## src/rtl/alu_cmd_issuer_if.sv

```systemverilog
// Command, result and alu-port bundle for alu_cmd_issuer.
// res_tag exists only when ALU_ISSUE_TAG_EN is defined.
interface alu_cmd_issuer_if #(
  parameter int DATA_W = 8,
  parameter int OP_W   = 4,
  parameter int TAG_W  = 4
);
  logic              cmd_valid;
  logic              cmd_ready;
  logic [OP_W-1:0]   cmd_op;
  logic [DATA_W-1:0] cmd_a;
  logic [DATA_W-1:0] cmd_b;
  logic [DATA_W-1:0] data_in1;
  logic [DATA_W-1:0] data_in2;
  logic [OP_W-1:0]   operation;
  logic [DATA_W-1:0] data_out;
  logic              res_valid;
  logic              res_ready;
  logic [DATA_W-1:0] res_data;
`ifdef ALU_ISSUE_TAG_EN
  logic [TAG_W-1:0]  res_tag;
`endif

  modport slave (
    input  cmd_valid, cmd_op, cmd_a, cmd_b,
    output cmd_ready,
    output data_in1, data_in2, operation,
    input  data_out,
    output res_valid, res_data,
`ifdef ALU_ISSUE_TAG_EN
    output res_tag,
`endif
    input  res_ready
  );

  modport master (
    output cmd_valid, cmd_op, cmd_a, cmd_b,
    input  cmd_ready,
    input  data_in1, data_in2, operation,
    output data_out,
    input  res_valid, res_data,
`ifdef ALU_ISSUE_TAG_EN
    input  res_tag,
`endif
    output res_ready
  );
endinterface

```

## src/rtl/alu_cmd_issuer.sv

```systemverilog
// Buffers ALU commands, issues them one at a time, returns results.
// Optional result tagging under macro ALU_ISSUE_TAG_EN.
module alu_cmd_issuer #(
  parameter int DATA_W = 8,
  parameter int OP_W   = 4,
  parameter int DEPTH  = 4,
  parameter int TAG_W  = 4
) (
  input logic              clk,
  input logic              rst,
  alu_cmd_issuer_if.slave  bus
);
  localparam int PW = $clog2(DEPTH);
  localparam int CW = PW + 1;

  typedef enum logic [1:0] {IDLE, ISSUE, HOLD} state_t;

  state_t            state;
  logic [OP_W-1:0]   op_mem [DEPTH];
  logic [DATA_W-1:0] a_mem  [DEPTH];
  logic [DATA_W-1:0] b_mem  [DEPTH];
  logic [PW-1:0]     wr_ptr;
  logic [PW-1:0]     rd_ptr;
  logic [CW-1:0]     count;
  logic [CW-1:0]     count_nxt;
  logic              rdy;
  logic [DATA_W-1:0] in1;
  logic [DATA_W-1:0] in2;
  logic [OP_W-1:0]   opr;
  logic              rvalid;
  logic [DATA_W-1:0] rdata;
  logic              push;
  logic              pop;
  logic              hsk;

`ifdef ALU_ISSUE_TAG_EN
  logic [TAG_W-1:0]  tag_mem [DEPTH];
  logic [TAG_W-1:0]  tag_cnt;
  logic [TAG_W-1:0]  iss_tag;
  logic [TAG_W-1:0]  rtag;

  assign bus.res_tag = rtag;
`endif

  assign bus.cmd_ready = rdy;
  assign bus.data_in1  = in1;
  assign bus.data_in2  = in2;
  assign bus.operation = opr;
  assign bus.res_valid = rvalid;
  assign bus.res_data  = rdata;

  assign push = bus.cmd_valid && rdy;
  assign hsk  = rvalid && bus.res_ready;
  // pops only when the FSM is ready to load, so an empty pop cannot happen
  assign pop  = (count != '0) &&
                ((state == IDLE) || ((state == HOLD) && hsk));
  assign count_nxt = count + CW'(push) - CW'(pop);

  always_ff @(posedge clk) begin
    if (push) begin
      op_mem[wr_ptr] <= bus.cmd_op;
      a_mem[wr_ptr]  <= bus.cmd_a;
      b_mem[wr_ptr]  <= bus.cmd_b;
`ifdef ALU_ISSUE_TAG_EN
      tag_mem[wr_ptr] <= tag_cnt;
`endif
    end
  end

  always_ff @(posedge clk) begin
    if (!rst) begin
      state  <= IDLE;
      wr_ptr <= '0;
      rd_ptr <= '0;
      count  <= '0;
      rdy    <= 1'b0;
      in1    <= '0;
      in2    <= '0;
      opr    <= '0;
      rvalid <= 1'b0;
      rdata  <= '0;
`ifdef ALU_ISSUE_TAG_EN
      tag_cnt <= '0;
      iss_tag <= '0;
      rtag    <= '0;
`endif
    end else begin
      count <= count_nxt;
      rdy   <= (count_nxt != CW'(DEPTH));
      if (push) begin
        wr_ptr <= wr_ptr + 1'b1;
`ifdef ALU_ISSUE_TAG_EN
        tag_cnt <= tag_cnt + 1'b1;
`endif
      end
      if (pop) begin
        rd_ptr <= rd_ptr + 1'b1;
        in1    <= a_mem[rd_ptr];
        in2    <= b_mem[rd_ptr];
        opr    <= op_mem[rd_ptr];
`ifdef ALU_ISSUE_TAG_EN
        iss_tag <= tag_mem[rd_ptr];
`endif
      end
      unique case (state)
        IDLE: begin
          if (pop) state <= ISSUE;
        end
        ISSUE: begin
          rdata  <= bus.data_out;
          rvalid <= 1'b1;
`ifdef ALU_ISSUE_TAG_EN
          rtag   <= iss_tag;
`endif
          state  <= HOLD;
        end
        HOLD: begin
          if (hsk) begin
            rvalid <= 1'b0;
            state  <= pop ? ISSUE : IDLE;
          end
        end
        default: state <= IDLE;
      endcase
    end
  end
endmodule

```

## src/flat_wrapper.sv

```systemverilog
// flat-port wrapper written by rule: the top's interface ports become plain ports
module alu_cmd_issuer_flat 
#(
  parameter int DATA_W = 8,
  parameter int OP_W   = 4,
  parameter int DEPTH  = 4,
  parameter int TAG_W  = 4
)
  (clk, rst, bus_cmd_valid, bus_cmd_op, bus_cmd_a, bus_cmd_b, bus_cmd_ready, bus_data_in1, bus_data_in2, bus_operation, bus_data_out, bus_res_valid, bus_res_data, bus_res_ready);
  alu_cmd_issuer_if #(.DATA_W(DATA_W), .OP_W(OP_W), .TAG_W(TAG_W)) bus_i ();
  input logic clk;
  input logic rst;
  input wire logic [$bits(bus_i.cmd_valid)-1:0] bus_cmd_valid;
  input wire logic [$bits(bus_i.cmd_op)-1:0] bus_cmd_op;
  input wire logic [$bits(bus_i.cmd_a)-1:0] bus_cmd_a;
  input wire logic [$bits(bus_i.cmd_b)-1:0] bus_cmd_b;
  output wire logic [$bits(bus_i.cmd_ready)-1:0] bus_cmd_ready;
  output wire logic [$bits(bus_i.data_in1)-1:0] bus_data_in1;
  output wire logic [$bits(bus_i.data_in2)-1:0] bus_data_in2;
  output wire logic [$bits(bus_i.operation)-1:0] bus_operation;
  input wire logic [$bits(bus_i.data_out)-1:0] bus_data_out;
  output wire logic [$bits(bus_i.res_valid)-1:0] bus_res_valid;
  output wire logic [$bits(bus_i.res_data)-1:0] bus_res_data;
  input wire logic [$bits(bus_i.res_ready)-1:0] bus_res_ready;
  assign bus_i.cmd_valid = bus_cmd_valid;
  assign bus_i.cmd_op = bus_cmd_op;
  assign bus_i.cmd_a = bus_cmd_a;
  assign bus_i.cmd_b = bus_cmd_b;
  assign bus_cmd_ready = bus_i.cmd_ready;
  assign bus_data_in1 = bus_i.data_in1;
  assign bus_data_in2 = bus_i.data_in2;
  assign bus_operation = bus_i.operation;
  assign bus_i.data_out = bus_data_out;
  assign bus_res_valid = bus_i.res_valid;
  assign bus_res_data = bus_i.res_data;
  assign bus_i.res_ready = bus_res_ready;
  alu_cmd_issuer #(.DATA_W(DATA_W), .OP_W(OP_W), .DEPTH(DEPTH), .TAG_W(TAG_W)) u_core (.clk(clk), .rst(rst), .bus(bus_i));
endmodule
```

## config.mk

```make
export PLATFORM = sky130hd
export DESIGN_NAME = alu_cmd_issuer_flat
export DESIGN_NICKNAME = d
export VERILOG_FILES = /design/src/rtl/alu_cmd_issuer_if.sv /design/src/rtl/alu_cmd_issuer.sv /design/src/flat_wrapper.sv
export SDC_FILE = /design/constraint.sdc
export NUM_CORES = 1
export LEC_CHECK = 0
export ABC_AREA = 1
export CAP_MARGIN = 5
export CORE_ASPECT_RATIO = 0.7
export CORE_MARGIN = 5
export CORE_UTILIZATION = 55
export DETAILED_ROUTE_END_ITERATION = 10
export PLACE_DENSITY = 0.79
export SYNTH_ARGS = -nofsm -noshare
export SYNTH_HDL_FRONTEND = slang
export SYNTH_SLANG_ARGS = --single-unit
```

## constraint.sdc

```tcl
create_clock -name clk -period 2.9 [get_ports clk]
set_clock_uncertainty 0.05 [all_clocks]
set_input_delay 0.58 -clock clk [delete_from_list [all_inputs] [get_ports clk]]
set_output_delay 0.58 -clock clk [all_outputs]
set_load 0.005 [all_outputs]
```

# Word-level counts from Yosys, hierarchy flattened
# Memory sizes are Yosys's and may differ from the RTL's. A register that Yosys moved wholly into a read port is not among the register bits.
# Index checks and enable logic that the tools add are counted.
[word_totals] register_bits=19 ramBits=80 in_bits=32 elab_cells=40 mem_count=3
[classes] n_addsub=4 eq_ne=5 muxes=8 reduce_logical=13
[memory_table] memory="u_core.a_mem" depth=4 width=8 read_ports=1 rd_clocked_by_memory_dff=1 write_ports=1 line="alu_cmd_issuer.sv:20" rtl="logic [DATA_W-1:0] a_mem [DEPTH];"
[memory_table] memory="u_core.b_mem" depth=4 width=8 read_ports=1 rd_clocked_by_memory_dff=1 write_ports=1 line="alu_cmd_issuer.sv:21" rtl="logic [DATA_W-1:0] b_mem [DEPTH];"
[memory_table] memory="u_core.op_mem" depth=4 width=4 read_ports=1 rd_clocked_by_memory_dff=1 write_ports=1 line="alu_cmd_issuer.sv:19" rtl="logic [OP_W-1:0] op_mem [DEPTH];"
[ops] cell="one-hot mux 2 bit (3 select lines)" n=1
[ops] cell="adder 2 x 1 -> 2 bit, second input constant" n=2
[ops] cell="logical AND 1 bit" n=4
[ops] cell="2-to-1 mux 1 bit" n=4
[ops] cell="2-to-1 mux 2 bit" n=2
[ops] cell="inequality test 2 x 1 -> 1 bit, second input constant" n=2
[ops] cell="AND reduction 2 bit" n=2
[ops] cell="adder 3 x 1 -> 3 bit" n=1
[ops] cell="zero test 1 bit" n=3
[ops] cell="inequality test 3 bit, second input constant" n=1
[ops] cell="nonzero test 3 bit" n=1
[ops] cell="subtractor 3 x 1 -> 3 bit" n=1
[ops] cell="== test 2 x 1 -> 1 bit, second input constant" n=1
[ops] cell="== test 2 bit, second input constant" n=1
[ops] cell="zero test 2 bit" n=1
[ops] cell="one-hot mux 1 bit (2 select lines)" n=1
[ops] cell="nonzero test 2 bit" n=1
[ops] cell="logical OR 1 bit" n=1

# Depth between registers and ports, before layout
# Gate-level depths: netlist of the first run.
[logic_depth] word_depth=7 depth_mapped=14 mapped_depth_nobuf=14

# Worst setup path before layout of the first run
# OpenSTA, ideal clock, no wires.
[synth_timing] path_type="input-to-reg" startpoint="input port bus_res_ready" endpoint="register u_core.rdy (netlist: u_core.bus.cmd_ready)" setup_time_ps=118 t_arrival_ps=2081 required_time_ps=2732 slack_ps=651 cell_stages=14 cell_sequence="nand2_1 -> a21oi_4 -> nand2_4 -> inv_1 -> ha_1 -> inv_1 -> ha_1 -> fa_1 -> inv_1 -> nand2_1 -> nand2_1 -> nand2_1 -> nand2_1 -> a21oi_1"
[synth_between] elab_chain_cells=6
[synth_lines] element="from (decl)" line="flat_wrapper.sv:24" rtl="input wire logic [$bits(bus_i.res_ready)-1:0] bus_res_ready;"
[synth_lines] element="logical AND 1 bit" line="alu_cmd_issuer.sv:53" rtl="assign hsk = rvalid && bus.res_ready;"
[synth_lines] element="logical AND 1 bit" line="alu_cmd_issuer.sv:56" rtl="((state == IDLE) || ((state == HOLD) && hsk));"
[synth_lines] element="logical OR 1 bit" line="alu_cmd_issuer.sv:56"
[synth_lines] element="logical AND 1 bit" line="alu_cmd_issuer.sv:55" rtl="assign pop = (count != '0) &&"
[synth_lines] element="via u_core.pop" line="alu_cmd_issuer.sv:33" rtl="logic pop;"
[synth_lines] element="subtractor 3 x 1 -> 3 bit" line="alu_cmd_issuer.sv:57" rtl="assign count_nxt = count + CW'(push) - CW'(pop);"
[synth_lines] element="inequality test 3 bit" line="alu_cmd_issuer.sv:89" rtl="rdy <= (count_nxt != CW'(DEPTH));"
[synth_lines] element="to (signal assigned)" line="alu_cmd_issuer.sv:89"
[synth_lines] element="to (decl)" line="alu_cmd_issuer.sv:26" rtl="logic rdy;"
# The timed path passes the listed nets, and every way through them passes these cells.
# A chain may end at the register's enable or synchronous reset.

# Worst setup path after layout of the first run
# Ends and elaborated chain as after synthesis.

==> summary.txt, run 1 <==
Run status
  • Status: complete, no violations

Yosys
  • Syn_nets: 572
  • Multiplexer share of the synthesized area: 0%
  • Largest family of logic cells by synthesized area: simple AND/OR/NAND/NOR gates
  • Share of the synthesized area in the top cell type: 48.8%
  • Yosys warns: 0
  • Synth Area in XOR/XNOR: 0%
  • Simple-gate share of the synthesized area: 22.5%
  • Avg Inst Size Synth: 9.23 sq um
  • Post-Syn Instances: 533
  • Mapped Area: 4920 sq um
  • Area leader, netlist: edfxtp_1
  • Synth cell types: 20
  • Number of synthesized register bits: 119
  • Adder-cell share of the synthesized area: 1.93%
  • Largest cells by area after synthesis: edfxtp_1 49%, dfxtp_1 16%, nand2_1 15%, inv_1 6.0%, nor2_1 5.0%
  • Compound-Gate Fraction of Synth Area: 2.34%
  • Sequential share of the synthesized area: 64.7%

Floorplanning
  • Row cnt: 28
  • Die ar.: 11000 sq um
  • Initial core utilization: 57.3%
  • Core area: 8580 sq um
  • Die X: 123 um
  • Ports: 62
  • Die height: 89.1 um

Global route
  • Total GRT Usage: 20.3%
  • Initial antenna violation count: 0
  • Gr ovfl total: 0
  • Largest net degree at the start of global routing: 42
  • First-pass GRT wire length: 16.5 mm
  • Vias in the first global route: 3457

Clock network
  • CTS tree: done
  • Clock Root Buffer: clkbuf_16
  • Clk pin slew, worst setup/hold paths: 0.05 ns
  • Hold buffers post-CTS: 0
  • Post-cts repair resize count: 0
  • H-Tree Depth: 4
  • Post-CTS Setup Bufs: 0
  • Sinks on Clock Net: 119
  • Max clock buf depth: 2
  • CTS Buf Count: 17
  • Clk Latency, worst-skew pair: 0.41 ns

Setup path
  • Most used cell, CP: nand2_1
  • Reg2reg path depth: 14
  • WS Path Type: in -> reg
  • CP startpoint: bus_res_ready
  • Worst r2r src: u_core.count[2]
  • Arrival time at the worst endpoint: 2.68 ns
  • FF-to-FF End: u_core.bus.cmd_ready
  • Critical Path Max Stage Delay: 0.45 ns
  • CP endpoint kind: flop
  • Flop2flop setup slack: 0.68 ns
  • CP max FO: 4
  • Slowest CP cell: clkdlybuf4s50_1
  • Critical Path, Cell by Cell: clkdlybuf4s50_1 -> nand2_1 -> a21oi_4 -> nand2_4 -> inv_1 -> ha_1 -> inv_1 -> ha_1 -> fa_1 -> inv_1 -> nand2_1 -> nand2_1 -> nand2_1 -> nand2_1 -> a21oi_1
  • Startpoint types: primary input
  • Critical Path RT: 3.15 ns

Flow run
  • Max Cap Viol: 0

Route
  • First-pass detailed-route iteration total: 5
  • Vias: 3504
  • Vias per cell: 4.77
  • Remaining antenna violation count: 0
  • Drt total wl: 10.2 mm
  • First DRT Iteration DRCs: 281
  • Residual DRC: 0
  • Post-DR wirelength/cell: 13.9 um

STA
  • Worst Hold Margin: 0.440 ns
  • Worst Tran Pin Value: 0.818 ns
  • RSZ-0062 raised after global routing: no
  • Count of pins over their slew limit: 0
  • Post-route setup TNS: 0 ns
  • Fmax: 412 MHz
  • # setup viols final: 0
  • Hold Violations, Final: 0
  • Slew margin rel.: 45.4%
  • Minimum clock period after layout: 2.43 ns
  • Crit share post-route: 83.8%

Place
  • Post-DP Area: 5640 sq um
  • Routability cong.: 0.829
  • Final HPWL DP: 6.05 mm
  • Dpl cells: 702
  • IO Port Bufs: 61

Final layout
  • Post-route design area: 6240 sq um
  • Layout Utilization: 72.7%
  • Layout Cells excl Fill: 734
  • Area Growth Syn to Fin: 26.7%
  • Final net count: 640
  • Antenna Cells: 0
  • Layout cell share with drive strength beyond 1: 8.31%

Pwr
  • Leak: 2.77 nW
  • Cell Pwr Density: 1020 nW/um^2
  • Maximum VDD drop: 0.772 mV

Min path
  • Worst Hold Depth: 2
  • Hold Crit Start: u_core.bus.res_valid
  • Worst Hold End: u_core.bus.res_valid
  • Hold Path Class: reg -> reg
==> registers in the layout (all words and copies together), names as in the netlist <==
name                  count
u_core.a_mem             32
u_core.b_mem             32
u_core.bus.cmd_ready      1
u_core.bus.data_in1       8
u_core.bus.data_in2       8
u_core.bus.operation      4
u_core.bus.res_data       8
u_core.bus.res_valid      1
u_core.count              3
u_core.op_mem            16
u_core.rd_ptr             2
u_core.state              2
u_core.wr_ptr             2
==> cells in the final DEF (no fill, tap or decap), types with 3 or more instances in the layout <==
cell type | Yosys | layout
edfxtp_1 | 80 | 80
o21ai_0 | 11 | 11
clkinv_2 | 0 | 4
nand2_1 | 194 | 194
clkbuf_16 | 0 | 17
clkdlybuf4s50_1 | 0 | 61
clkinvlp_4 | 0 | 5
nand3_1 | 23 | 23
buf_4 | 2 | 9
ha_1 | 6 | 6
nor2_2 | 1 | 5
clkbuf_8 | 0 | 3
dfxtp_1 | 39 | 39
a21oi_1 | 7 | 7
inv_1 | 79 | 79
nor2_1 | 66 | 62
==> cell usage after synthesis <==
cell type / count
buf_4: 2
dfxtp_1: 39
nor2_2: 1
clkbuf_1: 5
nor2_1: 66
a21oi_1: 7
ha_1: 6
a21oi_4: 1
buf_6: 2
nand2_4: 1
nand3_1: 23
nand2_1: 194
edfxtp_1: 80
inv_2: 2
o21ai_0: 11
a21oi_2: 1
fa_1: 1
inv_1: 79
buf_1: 1
buf_2: 11
==> worst max-delay path by stage <==
stage / to / slack, ns / depth (start not counted)
floorplan: u_core.bus.cmd_ready / 0.65 / 14
global placement: u_core.bus.cmd_ready / 0.20 / 15
detailed placement: u_core.bus.cmd_ready / 0.09 / 15
CTS: u_core.bus.cmd_ready / 0.50 / 15
global route: u_core.bus.cmd_ready / 0.27 / 15
finish: u_core.bus.cmd_ready / 0.47 / 15
==> per-stage QoR <==
stage	power, W	setup slack [ns]
2_1_floorplan	0.00364	0.651
3_3_place_gp	0.00421	0.197
3_5_place_dp	0.00430	0.0893
4_1_cts	0.00638	0.496
5_1_grt	0.00675	0.274
6_report	0.00633	0.470
==> critical path: cells and delay by family <==
family / cells / cell delay (ns)
buf+inv: 4 / 0.64
simple gates: 6 / 0.43
fa+ha+maj: 3 / 0.74
compound gates: 2 / 0.27
==> metal layers <==
layer | wire length (um) | global-route usage, % | up-vias
li1 | - | - | 1779
met4 | 196 | 11.8 | 0
met2 | 4710 | 33.2 | 143
met5 | 0 | 0 | -
met3 | 823 | 6.01 | 23
met1 | 4440 | 24.5 | 1559
==> cell families (layout without fill, tap and decap cells) <==
group / after synthesis / after routing
AND/OR/NAND/NOR: 285 / 285
flip-flops: 119 / 119
buffers and inverters: 102 / 183
AO/OA/AOI/OAI: 20 / 20
adder cells (fa/ha/maj): 7 / 7
==> report_power, final <==
part	leakage, nW	total, W	switching, W	internal (W)
sequential	1.05	0.00225	0.000135	0.00212
clock	0.280	0.00204	0.000720	0.00132
combinational	1.44	0.00204	0.00124	0.000793
total	2.77	0.00633	0.00210	0.00424
==> cell type report <==
cell class                 count  area [sq um]
clock inverter                12           126
tap                          120           150
inverter                      81           304
sequential                   119          3180
clock buffer                  20           467
timing repair buffer          70           678
fill                         617          2350
multi-input combinational    312          1330
Note: power is estimated with default switching activity, not from simulation.
==> run 2, diff against run 1 <==
- CORE_UTILIZATION: 55 -> 50
- PLACE_DENSITY: 0.79 -> 0.76
- clock period: 2.9 -> 2 ns (I/O delays scaled with it)
==> run 2 against run 1 <==
Effect of this change: die area is 9.0% higher; final area is 3.8% higher; wire length decreased by 1.3%; critical path depth down 1; cell count rose by 2.9%; clock-buffer cell count is 1 lower; clock power rose by 53%; via count rose by 1.3%; power increased by 52%; critical path type is now reg -> reg; critical endpoint unchanged; largest cell class unchanged; highest routed layer unchanged.
==> summary.txt, run 2 (synthesized netlist as in run 1, its figures left out) <==
Pwr
  • Cell Pwr Density: 1490 nW/um^2 (+47%)
  • Maximum VDD drop: 0.904 mV (+17%)
  • Leak: 2.86 nW (+3.2%)
  • Total power draw: 0.00964 W (+52%)

Route
  • First-pass detailed-route iteration total: 4 (-1)
  • Vias per cell: 4.70 (-1.5%)
  • Remaining antenna violation count: 0 (unchanged)
  • Vias: 3550 (+1.3%)
  • Post-DR wirelength/cell: 13.3 um (-4.0%)
  • Residual DRC: 0 (unchanged)
  • First DRT Iteration DRCs: 166 (-41%)
  • Drt total wl: 10.0 mm (-1.3%)

Global route
  • Vias in the first global route: 3470 (+0.38%)
  • Gr ovfl total: 0 (unchanged)
  • Initial antenna violation count: 0 (unchanged)
  • Largest net degree at the start of global routing: 42 (unchanged)
  • First-pass GRT wire length: 16.9 mm (+2.5%)
  • Total GRT Usage: 18.5% (-1.9 points)

Floorplanning
  • Die height: 93 um (+4.3%)
  • Die ar.: 12000 sq um (+9.0%)
  • Core area: 9650 sq um (+12%)
  • Die X: 129 um (+4.5%)
  • Initial core utilization: 51.0% (-6.3 points)
  • Row cnt: 30 (+7.1%)
  • Ports: 62 (unchanged)

Setup path
  • WS Path Type: reg -> reg
  • Critical Path, Cell by Cell: nor2_4 -> nand2_2 -> nand2_4 -> inv_4 -> ha_4 -> inv_2 -> ha_4 -> fa_2 -> inv_2 -> nand2_2 -> nand2_1 -> nand2_1 -> nand2_1 -> a21oi_1
  • CP max FO: 2 (-2)
  • Most used cell, CP: nand2_1
  • Startpoint types: flop
  • Critical Path Max Stage Delay: 0.36 ns (-0.09 ns)
  • Arrival time at the worst endpoint: 2.15 ns (-0.53 ns)
  • Slowest CP cell: fa_2
  • CP endpoint kind: flop
  • Critical Path RT: 2.25 ns (-0.90 ns)
  • Largest delay share family, worst path: adder cells
  • Worst path buffer plus inverter count: 3 (-1)

STA
  • Crit share post-route: 95.0%
  • Fmax: 527 MHz
  • Count of pins over their slew limit: 0 (unchanged)
  • Post-route setup TNS: 0 ns (unchanged)
  • Worst Hold Margin: 0.402 ns (-0.0382 ns)
  • Hold Violations, Final: 0 (unchanged)
  • Minimum clock period after layout: 1.90 ns
  • Worst Tran Pin Value: 0.757 ns (-0.0612 ns)
  • # setup viols final: 0 (unchanged)
  • Slew margin rel.: 49.5% (+4.1 points)
  • RSZ-0062 raised after global routing: yes

Clock network
  • Max clock buf depth: 2 (unchanged)
  • CTS Buf Count: 17 (unchanged)
  • CTS tree: done
  • Clock Root Buffer: clkbuf_16
  • H-Tree Depth: 4 (unchanged)
  • Clk pin slew, worst setup/hold paths: 0.05 ns (about the same)
  • Hold buffers post-CTS: 0 (unchanged)
  • Sinks on Clock Net: 119 (unchanged)
  • Clk Latency, worst-skew pair: 0.41 ns (about the same)

Final layout
  • Commonest cells after routing, fill and taps aside: 190 x nand2_1, 80 x edfxtp_1, 76 x inv_1
  • Layout Utilization: 67.1% (-5.6 points)
  • Antenna Cells: 0 (unchanged)
  • Final net count: 653 (+2.0%)
  • Largest regs: u_core.a_mem: 32 flops, u_core.b_mem: 32 flops, u_core.op_mem: 16 flops
  • Area Growth Syn to Fin: 31.5%
  • Layout cell share with drive strength beyond 1: 12.1% (+3.8 points)
  • Commonest non-fill, non-tap cell in the layout: nand2_1

Place
  • Final HPWL DP: 6.38 mm (+5.4%)
  • Routability cong.: 0.778 (-6.1%)
  • IO Port Bufs: 61 (unchanged)

Flow run
  • Max Cap Viol: 0 (unchanged)

Run status
  • Status: complete, no violations

Min path
  • Hold Path Class: in -> reg
-- run 2: metrics by stage --
stage | setup WS [ns] | std cells | instance area, sq um
floorplan | 0.00658 | 533 | 4930
global placement | -0.453 | 720 | 5790
detailed placement | -0.504 | 720 | 5790
CTS | 0.00226 | 754 | 6450
global route | -0.0150 | 755 | 6470
finish | 0.101 | 755 | 6470
-- run 2: layout make-up --
class	instances	area, sq um
Timing Repair Buffer	83	825
Sequential cell	119	3190
Clock inverter	13	178
Inverter	81	307
Fill cell	705	3170
Clock buffer	19	443
Tap cell	128	160
Multi-Input combinational cell	312	1370
-- run 2: final timing paths --
path | cells past startpoint | endpoint | from | slack [ns]
worst max-delay path | 14 | u_core.bus.cmd_ready | u_core.count[0] | 0.10
worst min-delay path | 4 | u_core.state[1] | bus_res_ready | 0.40
worst max register to register | 14 | u_core.bus.cmd_ready | u_core.count[0] | 0.10
worst min register to register | 2 | u_core.bus.res_valid | u_core.bus.res_valid | 0.44
-- run 2: layer usage --
metal  share of wire [%]  track usage [%]
met1                  41             23.0
met2                  48             30.2
met5                   0                0
met3                 8.8             5.88
met4                 1.4             7.26
-- run 2: repair_timing --
item / in CTS / in global routing
setup endpoints to repair: 2 / 2
pin swaps: 9 / 6
setup buffers: 2 / 1
resized for setup: 8 / 7
-- run 2: worst min-delay path: cells and delay by family --
family                 cells  cell delay, ns
AO/OA/AOI/OAI              1            0.05
buffers and inverters      1            0.20
AND/OR/NAND/NOR            2            0.15
-- run 2: where the power goes --
part | switching (W) | internal [W]
clock network | 0.00103 | 0.00210
logic | 0.00186 | 0.00139
registers | 0.000189 | 0.00308
total | 0.00308 | 0.00657
==> run 3, diff against run 2 <==
- GPL_TIMING_DRIVEN: not set -> 0
==> run 3 against run 2 <==
Effect of this change: the flow now finishes with violations (setup timing); wire length up 11%; critical path depth unchanged; hold slack worse by 0.072 ns; flip-flop and latch count unchanged; clock-buffer cell count up 2; first-iteration DRC count up 89%; final area up 0.93%; die area unchanged; cell count up 1.5%; critical endpoint unchanged; highest routed layer unchanged.
==> summary.txt, run 3 (synthesized netlist as in run 1, its figures left out) <==
Final layout
  • Commonest cells after routing, fill and taps aside: 187 x nand2_1, 80 x edfxtp_1, 75 x inv_1
  • Largest regs: u_core.a_mem: 32 flops, u_core.b_mem: 32 flops, u_core.op_mem: 16 flops
  • Final net count: 664 (+1.7%)
  • Fillers: 703 (-0.28%)
  • Commonest non-fill, non-tap cell in the layout: nand2_1
  • Post-route design area: 6530 sq um (+0.93%)
  • Antenna Cells: 0 (unchanged)
  • Area Growth Syn to Fin: 32.7%
  • Layout cell share with drive strength beyond 1: 14.3% (+2.1 points)

Place
  • Final HPWL DP: 7.08 mm (+11%)
  • Post-DP Area: 5780 sq um (about the same)
  • IO Port Bufs: 60 (-1.6%)
  • Pre-CTS setup slack: -0.631 ns (-0.127 ns)
  • Routability cong.: 0.786 (+1.0%)

Route
  • First-pass detailed-route iteration total: 7 (+3)
  • Vias per cell: 4.78 (+1.8%)
  • Residual DRC: 0 (unchanged)
  • Vias: 3665 (+3.2%)
  • Drt total wl: 11.1 mm (+11%)
  • Remaining antenna violation count: 0 (unchanged)
  • Post-DR wirelength/cell: 14.5 um (+9.4%)
  • First DRT Iteration DRCs: 314 (+89%)

Pwr
  • Cell Pwr Density: 1530 nW/um^2 (+2.5%)
  • Clock network power share: 31.2% (-1.3 points)
  • Internal: 0.00664 W (+1.1%)
  • Psw: 0.00334 W (+8.5%)
  • Maximum VDD drop: 0.860 mV (-4.8%)
  • Sw frac: 33.5% (+1.5 points)
  • Seq pwr share: 32.9% (-1.0 points)
  • Combinational Power Share: 35.9% (+2.3 points)
  • Leak: 2.89 nW (+0.97%)

Clock network
  • Max clock buf depth: 2 (unchanged)
  • CTS Buf Count: 17 (unchanged)
  • Clk pin slew, worst setup/hold paths: 0.05 ns (about the same)
  • CTS tree: done
  • Sinks on Clock Net: 119 (unchanged)
  • Clock Root Buffer: clkbuf_16
  • Clk Latency, worst-skew pair: 0.42 ns (about the same)
  • H-Tree Depth: 4 (unchanged)

Setup path
  • Critical Path RT: 2.25 ns (about the same)
  • CP endpoint kind: flop
  • Flop2flop setup slack: -0.006 ns (-0.11 ns)
  • Worst r2r src: u_core.count[0]
  • Reg2reg path depth: 14 (unchanged)
  • CP max FO: 2 (unchanged)
  • FF-to-FF End: u_core.bus.cmd_ready
  • Startpoint types: flop
  • WS Path Type: reg -> reg
  • Arrival time at the worst endpoint: 2.26 ns (+0.11 ns)

Min path
  • Hold Path Class: in -> reg
  • Worst Hold End: u_core.wr_ptr[1]
  • Worst Hold Depth: 3 (-1)
  • Hold Crit Start: rst

Global route
  • Vias in the first global route: 3634 (+4.7%)
  • Initial antenna violation count: 0 (unchanged)
  • Total GRT Usage: 19.5% (+1.0 points)
  • Largest net degree at the start of global routing: 17 (-60%)
  • Gr ovfl total: 0 (unchanged)
  • First-pass GRT wire length: 17.6 mm (+4.2%)

Floorplanning
  • Die height: 93 um (unchanged)
  • Ports: 62 (unchanged)
  • Initial core utilization: 51.0% (unchanged)
  • Die X: 129 um (unchanged)
  • Die ar.: 12000 sq um (unchanged)
  • Core area: 9650 sq um (unchanged)
  • Row cnt: 30 (unchanged)

STA
  • Hold Violations, Final: 0 (unchanged)
  • # setup viols final: 1 (+1)
  • Crit share post-route: 100% (+5.3 points)
  • Worst setup margin: -0.00557 ns (-0.106 ns)
  • Minimum clock period after layout: 2.01 ns (+0.106 ns)
  • Fmax: 499 MHz (-5.3%)
  • Worst Tran Pin Value: 0.576 ns (-0.181 ns)
  • Count of pins over their slew limit: 0 (unchanged)
  • RSZ-0062 raised after global routing: yes
  • Slew margin rel.: 61.6% (+12 points)
  • Worst Hold Margin: 0.329 ns (-0.0721 ns)

Flow run
  • Max Cap Viol: 0 (unchanged)

Run status
  • Status: complete, but fails checks
  • Failing checks: setup timing
## run 3: per-layer routing
metal / global-route usage [%] / part of all wire [%] / vias to the layer above
met5: 0 / 0 / -
met1: 24.6 / 44 / 1713
met4: 6.38 / 1.1 / 0
met3: 7.25 / 6.8 / 14
met2: 31.4 / 48 / 108
li1: - / - / 1830
## run 3: worst max-delay path: stages (launching register included)
cell and delay (ns):
dfxtp_2 0.33, nor2_4 0.12, nand2_2 0.07, nand2_4 0.07
inv_4 0.04, ha_4 0.25, inv_2 0.04, ha_4 0.15
fa_2 0.36, inv_2 0.07, nand2_2 0.06, nand2_2 0.09
nand2_2 0.07, nand2_2 0.08, a21oi_2 0.05
## run 3: final cells by class
class | instances | area [sq um] | area share (%)
Timing Repair Buffer | 73 | 752 | 11.5
Inverter | 81 | 307 | 4.69
Clock inverter | 11 | 148 | 2.26
Sequential cell | 119 | 3190 | 48.8
Buffer | 21 | 115 | 1.76
Clock buffer | 21 | 470 | 7.20
Multi-Input combinational cell | 312 | 1390 | 21.3
Tap cell | 128 | 160 | 2.45
## run 3: through the flow
stage,power [W],TNS (ns),cells,utilization [%]
after floorplan,0.00529,0,533,-
after CTS,0.00978,0,762,67.0
after global routing,0.0106,-0.145,766,67.7
after global placement,0.00633,-82.43,721,59.0
after detailed placement,0.00652,-9.47,725,60.0
final,0.00998,-0.00557,766,67.7
## run 3: worst max path at each step
stage	cells after the start	from	to	slack [ns]
floorplan	14	bus_res_ready	u_core.bus.cmd_ready	0.007
detailed placement	15	bus_res_ready	u_core.bus.cmd_ready	-0.63
global route	14	u_core.count[0]	u_core.bus.cmd_ready	-0.09
finish	14	u_core.count[0]	u_core.bus.cmd_ready	-0.006
global placement	3	bus_cmd_valid	u_core.a_mem[1][4]	-1.02
CTS	14	u_core.count[2]	u_core.bus.cmd_ready	0.004
## run 3: what timing repair did
action,in CTS,in global routing
gates resized for setup,8,15
hold buffers,0,0
setup buffers,5,4
pin swaps,8,9
endpoints found under the setup margin,3,3
## run 3: power groups by stage
stage          Sequential, W  Combinational (W)  Clock [W]
2_1_floorplan        0.00331            0.00198          0
5_1_grt              0.00332            0.00402    0.00328
3_5_place_dp         0.00331            0.00320          0
6_report             0.00328            0.00359    0.00311
4_1_cts              0.00327            0.00337    0.00314
3_3_place_gp         0.00330            0.00302          0
